--- src/rtl/fetch_pkg.sv ---
// Shared fetch-stage types: FSM state, PC increment, default reset vector.
// PC_MISALIGN_TRAP_EN adds the TRAP state.
package fetch_pkg;

  localparam logic [31:0] PC_INC = 32'd4;
  localparam logic [31:0] DEFAULT_RESET_PC = 32'h0000_0000;

  typedef enum logic [1:0] {
    IDLE,
    REQ,
    HOLD
`ifdef PC_MISALIGN_TRAP_EN
    ,
    TRAP
`endif
  } fetch_state_e;

endpackage

--- src/rtl/pc_next_sel.sv ---
// Next-PC priority mux (jump > branch > sequential) and target alignment check.
// Redirect targets are always word-aligned; misaligned flags dropped low bits.
module pc_next_sel
  import fetch_pkg::*;
(
  input  logic [31:0] pc,
  input  logic        jump,
  input  logic [31:0] jump_target,
  input  logic        branch_taken,
  input  logic [31:0] branch_target,
  output logic [31:0] pc_plus4,
  output logic [31:0] next_pc,
  output logic        redirect,
  output logic        misaligned
);

  logic [31:0] target;

  assign pc_plus4   = pc + PC_INC;
  assign redirect   = jump | branch_taken;
  assign target     = jump ? jump_target : branch_target;
  assign misaligned = redirect & (|target[1:0]);

  assign next_pc = redirect ? {target[31:2], 2'b00}
                            : pc_plus4;

endmodule

--- src/rtl/pc_fetch_unit.sv ---
// Instruction fetch stage: PC register, imem request FSM, decode handoff.
// Define PC_MISALIGN_TRAP_EN to trap on misaligned redirect targets.
module pc_fetch_unit
  import fetch_pkg::*;
#(
  parameter logic [31:0] RESET_PC = DEFAULT_RESET_PC
) (
  input  logic        clk,
  input  logic        reset,
  input  logic        stall,
  input  logic        branch_taken,
  input  logic [31:0] branch_target,
  input  logic        jump,
  input  logic [31:0] jump_target,
  output logic        imem_req,
  output logic [31:0] imem_addr,
  input  logic        imem_ready,
  input  logic [31:0] imem_rdata,
  output logic        if_valid,
  input  logic        if_ready,
  output logic [31:0] if_pc,
  output logic [31:0] if_pc_plus4,
  output logic [31:0] if_instr,
  output logic        misalign_err
);

  fetch_state_e state;
  logic [31:0]  pc;
  logic [31:0]  pc_plus4;
  logic [31:0]  next_pc;
  logic         redirect;
  logic         misaligned;
  logic         trapped;
  logic         fetch_done;
  logic         handoff;

  pc_next_sel u_sel (
    .pc            (pc),
    .jump          (jump),
    .jump_target   (jump_target),
    .branch_taken  (branch_taken),
    .branch_target (branch_target),
    .pc_plus4      (pc_plus4),
    .next_pc       (next_pc),
    .redirect      (redirect),
    .misaligned    (misaligned)
  );

`ifdef PC_MISALIGN_TRAP_EN
  assign trapped      = (state == TRAP);
  assign misalign_err = trapped;
`else
  logic misalign_unused;
  assign misalign_unused = misaligned;
  assign trapped         = 1'b0;
  assign misalign_err    = 1'b0;
`endif

  assign imem_addr  = pc;
  assign imem_req   = (state == REQ) && !stall;
  assign if_valid   = (state == HOLD);
  assign fetch_done = imem_req && imem_ready;
  assign handoff    = if_valid && if_ready && !stall;

  always_ff @(posedge clk or posedge reset) begin
    if (reset) begin
      state       <= IDLE;
      pc          <= RESET_PC;
      if_pc       <= '0;
      if_pc_plus4 <= '0;
      if_instr    <= '0;
    end else if (redirect && !trapped) begin
`ifdef PC_MISALIGN_TRAP_EN
      if (misaligned) begin
        state <= TRAP;
      end else begin
        pc    <= next_pc;
        state <= REQ;
      end
`else
      pc    <= next_pc;
      state <= REQ;
`endif
    end else begin
      unique case (state)
        IDLE: state <= REQ;
        REQ: begin
          if (fetch_done) begin
            if_pc       <= pc;
            if_pc_plus4 <= pc_plus4;
            if_instr    <= imem_rdata;
            state       <= HOLD;
          end
        end
        HOLD: begin
          if (handoff) begin
            pc    <= next_pc;
            state <= REQ;
          end
        end
        default: state <= state;
      endcase
    end
  end

endmodule

--- config.mk ---
export PLATFORM = sky130hd
export DESIGN_NAME = pc_fetch_unit
export DESIGN_NICKNAME = d
export VERILOG_FILES = /design/src/rtl/fetch_pkg.sv /design/src/rtl/pc_next_sel.sv /design/src/rtl/pc_fetch_unit.sv
export SDC_FILE = /design/constraint.sdc
export NUM_CORES = 1
export LEC_CHECK = 0
export CORE_MARGIN = 1
export CORE_UTILIZATION = 41
export DETAILED_ROUTE_END_ITERATION = 16
export PLACE_DENSITY_LB_ADDON = 0.25
export SETUP_SLACK_MARGIN = 0.05
export SYNTH_ARGS = -nofsm -noshare
export SYNTH_HDL_FRONTEND = slang
export SYNTH_HIERARCHICAL = 1
export SYNTH_SLANG_ARGS = --single-unit
--- constraint.sdc ---
create_clock -name clk -period 3.9 [get_ports clk]
set_input_delay 0.39 -clock clk [delete_from_list [all_inputs] [get_ports clk]]
set_output_delay 0.39 -clock clk [all_outputs]
set_load 0.01 [all_outputs]
==> insert_results.sql, run 1 <==
INSERT INTO impl_metrics (metric_group, metric, value, unit) VALUES
('timing', 'tns', '0', 'ns'),
('worst_setup_path', 'cpPeakStageDelay', '0.83', 'ns'),
('global_routing', 'number_of_global_route_vias_before_repair', '5048', ''),
('clocking', 'cts_setup_buffers', '0', ''),
('worst_setup_path', 'timing.critical_path.fanout_max', '33', ''),
('timing', 'grt_setup_unrepaired', 'false', ''),
('clocking', 'maximum_count_of_clock_buffers_along_a_single_path', '2', ''),
('clocking', 'clkSlewWorstSetupHoldPaths', '0.05', 'ns'),
('cells_and_area', 'post_layout_nonfiller_instances', '906', ''),
('cells_and_area', 'final_common_cell', 'clkdlybuf4s50_1', ''),
('cells_and_area', 'layout_common_cells', '228 x clkdlybuf4s50_1, 130 x dfrtp_1, 98 x mux2_2, 29 x mux2_4, 22 x nand2_1', ''),
('timing', 'timing_max_transition_violations_final', '0', ''),
('global_routing', 'grt_start_max_net_pins', '131', ''),
('routing', 'drt.antenna.violating_nets', '0', ''),
('synthesis', 'synth_cell_area', '6320', 'sq um'),
('routing', 'num_vias', '4722', ''),
('routing', 'drc_violations_left', '0', ''),
('worst_setup_path', 'worst-path-buf-inv', '3', ''),
('placed_design', 'postPlaceCellArea', '8760', 'sq um'),
('floorplan', 'floorplan.initialDensity', '41.7', '%'),
('timing', 'maxSlewHeadroom', '29.4', '%'),
('synthesis', 'instance_count_of_the_mapped_netlist', '481', ''),
('run_status', 'status', 'complete, no violations', ''),
('global_routing', 'globalRouteTotalUtil', '21.9', '%'),
('clocking', 'cts_inserted_buffers', '17', ''),
('hold_path', 'hold_class', 'flip-flop to flip-flop', ''),
('clocking', 'tritoncts', 'done', ''),
('clocking', 'numClockSinks', '130', ''),
('routing', 'routed_via_density', '5.21', ''),
('routing', 'post_drt_wl_per_cell', '18.6', 'microns'),
('global_routing', 'grt_first_pass_wirelength', '26800', 'microns'),
('power', 'seq_power_share', '38.5', '%'),
('floorplan', 'rows', '45', ''),
('timing', 'final.period_utilization', '77.9', '%'),
('timing', 'setup_viol', '0', ''),
('routing', 'firstDrtPassIters', '4', ''),
('timing', 'timing_worst_slew_pin_value', '1.06', 'ns'),
('power', 'comb_pwr_share', '29.4', '%'),
('power', 'vdd_ir_drop_max', '0.315', 'mV'),
('floorplan', 'die_height', '126', 'microns'),
('worst_setup_path', 'critical_path.slowest_cell', 'nor2_1', ''),
('power', 'internal_pwr_total', '3.60', 'mW'),
('floorplan', 'design.die.area', '15900', 'sq um'),
('routing', 'drt_wl_total', '16800', 'microns'),
('clocking', 'cts_hold_buf', '0', ''),
('routing', 'drt_iter0_markers', '144', ''),
('cells_and_area', 'drive_gt1_share', '24.4', '%'),
('cells_and_area', 'design.final.nets', '810', ''),
('power', 'clkPwrFrac', '32.1', '%'),
('floorplan', 'count_of_boundary_i_o_pins', '234', ''),
('power', 'total_switching_power', '1.29', 'mW'),
('placed_design', 'number_of_instances_in_the_placed_design', '875', ''),
('placed_design', 'io_buffers', '228', ''),
('floorplan', 'dieWidth', '126', 'microns'),
('placed_design', 'gp_congestion', '0.759', ''),
('power', 'power-per-cell-area', '523', 'nW/um^2'),
('timing', 'fmax', '329', 'MHz'),
('placed_design', 'detailedPlacementHpwl', '11500', 'microns'),
('synthesis', 'yosys_warnings', '6', ''),
('worst_setup_path', 'critical_path_class', 'input port to flip-flop', ''),
('timing', 'clock-skew-final', '0.00863', 'ns'),
('worst_setup_path', 'reg2reg_slack', '1.55', 'ns'),
('cells_and_area', 'layout-area-overhead-vs-synth', '47.8', '%'),
('cells_and_area', 'final_core_utilization', '61.7', '%'),
('floorplan', 'placeableCoreArea', '15100', 'sq um'),
('clocking', 'clkLatencyLatePin', '0.41', 'ns'),
('synthesis', 'syn-mean-instance-area', '13.1', 'sq um'),
('power', 'swShare', '26.4', '%'),
('power', 'standby_leakage_power', '4.05', 'nW'),
('clocking', 'root_buffer', 'clkbuf_16', ''),
('worst_setup_path', 'timing.critical_path.arrival', '3.32', 'ns');
==> area by class of cell <==
cell class,instances,area (sq um)
Fill cell,1182,5800
Sequential cell,130,3250
Multi-Input combinational cell,316,2880
Timing Repair Buffer,235,2360
Clock buffer,26,509
Tap cell,188,235
Clock inverter,4,72.6
Inverter,6,26.3
Antenna cell,1,2.50
==> state kept, by name (all words and copies together) (netlist names) <==
name         flops
if_instr        32
if_pc           32
if_pc_plus4     32
imem_addr       32
state            2
==> worst reg2reg max path: stages, from the launching register on <==
cell	delay, ns
dfrtp_1	0.52
and4_1	0.42
and4_1	0.47
nand4_1	0.20
xnor2_1	0.18
a21o_1	0.16
mux2_1	0.27
==> power by group through the flow <==
stage	registers, mW	clock network (mW)	logic, mW
after floorplan	2.01	0	0.479
after global placement	1.88	0	1.42
after detailed placement	1.90	0	1.44
after CTS	1.88	1.60	1.46
after global routing	1.93	1.67	1.53
final	1.88	1.57	1.44
==> through the flow <==
step	worst slack (ns)	hold slack, ns	power [mW]
floorplan	1.78	0.518	2.49
global placement	0.487	0.487	3.30
detailed placement	0.398	0.492	3.35
CTS	0.812	0.504	4.94
global route	0.692	0.511	5.13
finish	0.863	0.501	4.89
==> final timing paths <==
| path | start | end | cells past startpoint |
|---|---|---|---|
| min in group asynchronous | reset | if_pc[21] | 3 |
| hold / removal | if_pc[21] | if_pc[21] | 1 |
| hold reg to reg | if_pc[21] | if_pc[21] | 1 |
| setup reg to reg | imem_addr[4] | imem_addr[23] | 6 |
| max in group asynchronous | reset | if_pc_plus4[4] | 3 |
| setup / recovery | branch_taken | imem_addr[15] | 6 |
==> per-layer routing <==
metal,global-route usage (%),part of all wire [%]
met1,27.4,43
met2,34.9,47
met3,7.77,8.4
met4,8.22,2.0
met5,0,0
No activity file was read; power rests on OpenSTA's default activity.
==> run 2: changes to the inputs <==
==> constraint.sdc (replaced) <==
create_clock -name clk -period 2.5 [get_ports clk]
set_input_delay 0.25 -clock clk [delete_from_list [all_inputs] [get_ports clk]]
set_output_delay 0.25 -clock clk [all_outputs]
set_load 0.01 [all_outputs]
==> insert_results.sql, run 2 (synthesis results as in run 1) <==
INSERT INTO impl_metrics (metric_group, metric, value, unit) VALUES
('cells_and_area', 'drive_gt1_share', '26.4', '%'),
('global_routing', 'number_of_global_route_vias_before_repair', '5149', ''),
('power', 'power.total', '7.78', 'mW'),
('timing', 'timing_worst_slew_pin_value', '1.12', 'ns'),
('clocking', 'cts.repair.resized', '0', ''),
('routing', 'drc_violations_left', '0', ''),
('routing', 'routed_via_density', '5.17', ''),
('cells_and_area', 'design.final.nets', '825', ''),
('worst_setup_path', 'nature_of_the_critical_path_endpoint', 'flip-flop', ''),
('worst_setup_path', 'r2r-start', 'imem_addr[2]', ''),
('run_status', 'status', 'complete, no violations', ''),
('clocking', 'numClockSinks', '130', ''),
('cells_and_area', 'layout_common_cells', '228 x clkdlybuf4s50_1, 130 x dfrtp_1, 98 x mux2_2, 29 x mux2_4, 22 x nand2_1', ''),
('timing', 'tns', '0', 'ns'),
('placed_design', 'gp_congestion', '0.779', ''),
('floorplan', 'rows', '45', ''),
('worst_setup_path', 'reg2reg_slack', '0.16', 'ns'),
('cells_and_area', 'layout-area-overhead-vs-synth', '51.0', '%'),
('routing', 'post_drt_wl_per_cell', '18.2', 'microns'),
('timing', 'grt_setup_unrepaired', 'false', ''),
('worst_setup_path', 'timing.critical_path.fanout_max', '8', ''),
('global_routing', 'globalRouteTotalUtil', '21.9', '%'),
('timing', 'maxSlewHeadroom', '25.5', '%'),
('floorplan', 'die_height', '126', 'microns'),
('clocking', 'maximum_count_of_clock_buffers_along_a_single_path', '2', ''),
('clocking', 'cts_setup_buffers', '0', ''),
('routing', 'firstDrtPassIters', '4', ''),
('global_routing', 'antenna_found_initial', '0', ''),
('global_routing', 'grt_start_max_net_pins', '73', ''),
('worst_setup_path', 'worst_setup_sp_type', 'flip-flop', ''),
('worst_setup_path', 'regToRegEndpoint', 'imem_addr[18]', ''),
('worst_setup_path', 'critical_path.slowest_cell', 'or4b_4', ''),
('power', 'vdd_ir_drop_max', '0.474', 'mV'),
('timing', 'clock-skew-final', '0.00853', 'ns'),
('worst_setup_path', 'cpPeakStageDelay', '0.50', 'ns'),
('timing', 'timing_max_transition_violations_final', '0', ''),
('cells_and_area', 'final_common_cell', 'clkdlybuf4s50_1', ''),
('timing', 'finalWorstPathRequiredPeriod', '2.34', 'ns'),
('clocking', 'root_buffer', 'clkbuf_16', ''),
('hold_path', 'hold_class', 'input port to asynchronous set/reset pin', ''),
('power', 'power-per-cell-area', '816', 'nW/um^2'),
('floorplan', 'count_of_boundary_i_o_pins', '234', ''),
('clocking', 'cts_hold_buf', '0', ''),
('clocking', 'clkSlewWorstSetupHoldPaths', '0.06', 'ns'),
('timing', 'setup_viol', '0', ''),
('routing', 'drt_wl_total', '16800', 'microns'),
('worst_setup_path', 'worst_ep_required_time', '2.85', 'ns'),
('clocking', 'cts_inserted_buffers', '17', ''),
('worst_setup_path', 'crit_chain', 'ha_1, nand3_4, nor2_4, or4b_4, or4_1, nand3_1, mux2_2', ''),
('worst_setup_path', 'critical_path_class', 'flip-flop to flip-flop', ''),
('worst_setup_path', 'worstRegToRegCells', '7', ''),
('global_routing', 'grt_first_pass_wirelength', '27000', 'microns'),
('global_routing', 'grt_overflow', '0', ''),
('worst_setup_path', 'path_delay_family', 'simple AND/OR/NAND/NOR gates', ''),
('routing', 'drt.antenna.violating_nets', '0', ''),
('power', 'standby_leakage_power', '4.16', 'nW'),
('cells_and_area', 'antenna_cells', '0', ''),
('worst_setup_path', 'worst-path-buf-inv', '0', ''),
('clocking', 'tritoncts', 'done', ''),
('floorplan', 'dieWidth', '126', 'microns'),
('floorplan', 'placeableCoreArea', '15100', 'sq um'),
('timing', 'fmax', '427', 'MHz'),
('routing', 'drt_iter0_markers', '217', ''),
('floorplan', 'design.die.area', '15900', 'sq um'),
('flow_run', 'maxCapViolations', '0', ''),
('floorplan', 'floorplan.initialDensity', '41.7', '%'),
('timing', 'final-hold-violation-count', '0', ''),
('timing', 'worst_hold_slack', '0.161', 'ns'),
('worst_setup_path', 'timing.critical_path.arrival', '2.69', 'ns'),
('placed_design', 'io_buffers', '228', ''),
('clocking', 'cts_htree_levels', '4', ''),
('routing', 'num_vias', '4770', ''),
('timing', 'final.period_utilization', '93.6', '%'),
('clocking', 'clkLatencyLatePin', '0.41', 'ns'),
('placed_design', 'detailedPlacementHpwl', '12000', 'microns');
-- run 2: changes by cell type in the layout (fill, tap and decap cells not counted), moves of 2 or more --
cell / before / now
buf_4: 5 / 15
clkbuf_1: 4 / 2
clkinv_4: 0 / 4
buf_12: 2 / 7
inv_6: 0 / 4
clkbuf_8: 5 / 0
-- run 2: per-stage QoR --
step,cells,utilization [%],instance area (sq um),worst slack [ns]
after floorplan,481,-,6320,0.382
after global placement,890,59.0,8930,0.107
after detailed placement,890,59.0,8930,0.0954
after CTS,922,63.0,9540,0.150
after global routing,922,63.0,9540,0.0584
final,922,63.0,9540,0.160
-- run 2: worst max-delay path by stage --
stage | startpoint | end | slack [ns] | depth (start not counted)
floorplan | imem_addr[2] | imem_addr[18] | 0.38 | 7
global placement | branch_taken | imem_addr[18] | 0.11 | 5
detailed placement | branch_taken | imem_addr[16] | 0.1 | 6
CTS | imem_addr[2] | imem_addr[18] | 0.15 | 7
global route | imem_addr[2] | imem_addr[18] | 0.06 | 7
finish | imem_addr[2] | imem_addr[18] | 0.16 | 7
-- run 2: routing by layer --
layer | track usage (%) | vias up | share of wire, %
met1 | 27.4 | 2359 | 44
li1 | - | 2220 | -
met5 | 0 | - | 0
met4 | 7.65 | 0 | 1.4
met2 | 35.9 | 171 | 48
met3 | 6.88 | 20 | 7.5
-- run 2: cell type report --
class | count | area, sq um
clock buffers | 19 | 433
multi-input cells | 316 | 2880
repair buffers | 250 | 2530
well taps | 188 | 235
inverters | 6 | 26.3
fillers | 1139 | 5600
flip-flops and latches | 130 | 3250
clock inverters | 13 | 175
-- run 2: report_power, final --
part | switching [mW] | total, mW | internal, mW
logic | 0.829 | 2.31 | 1.48
clock network | 0.977 | 2.56 | 1.59
registers | 0.333 | 2.91 | 2.58
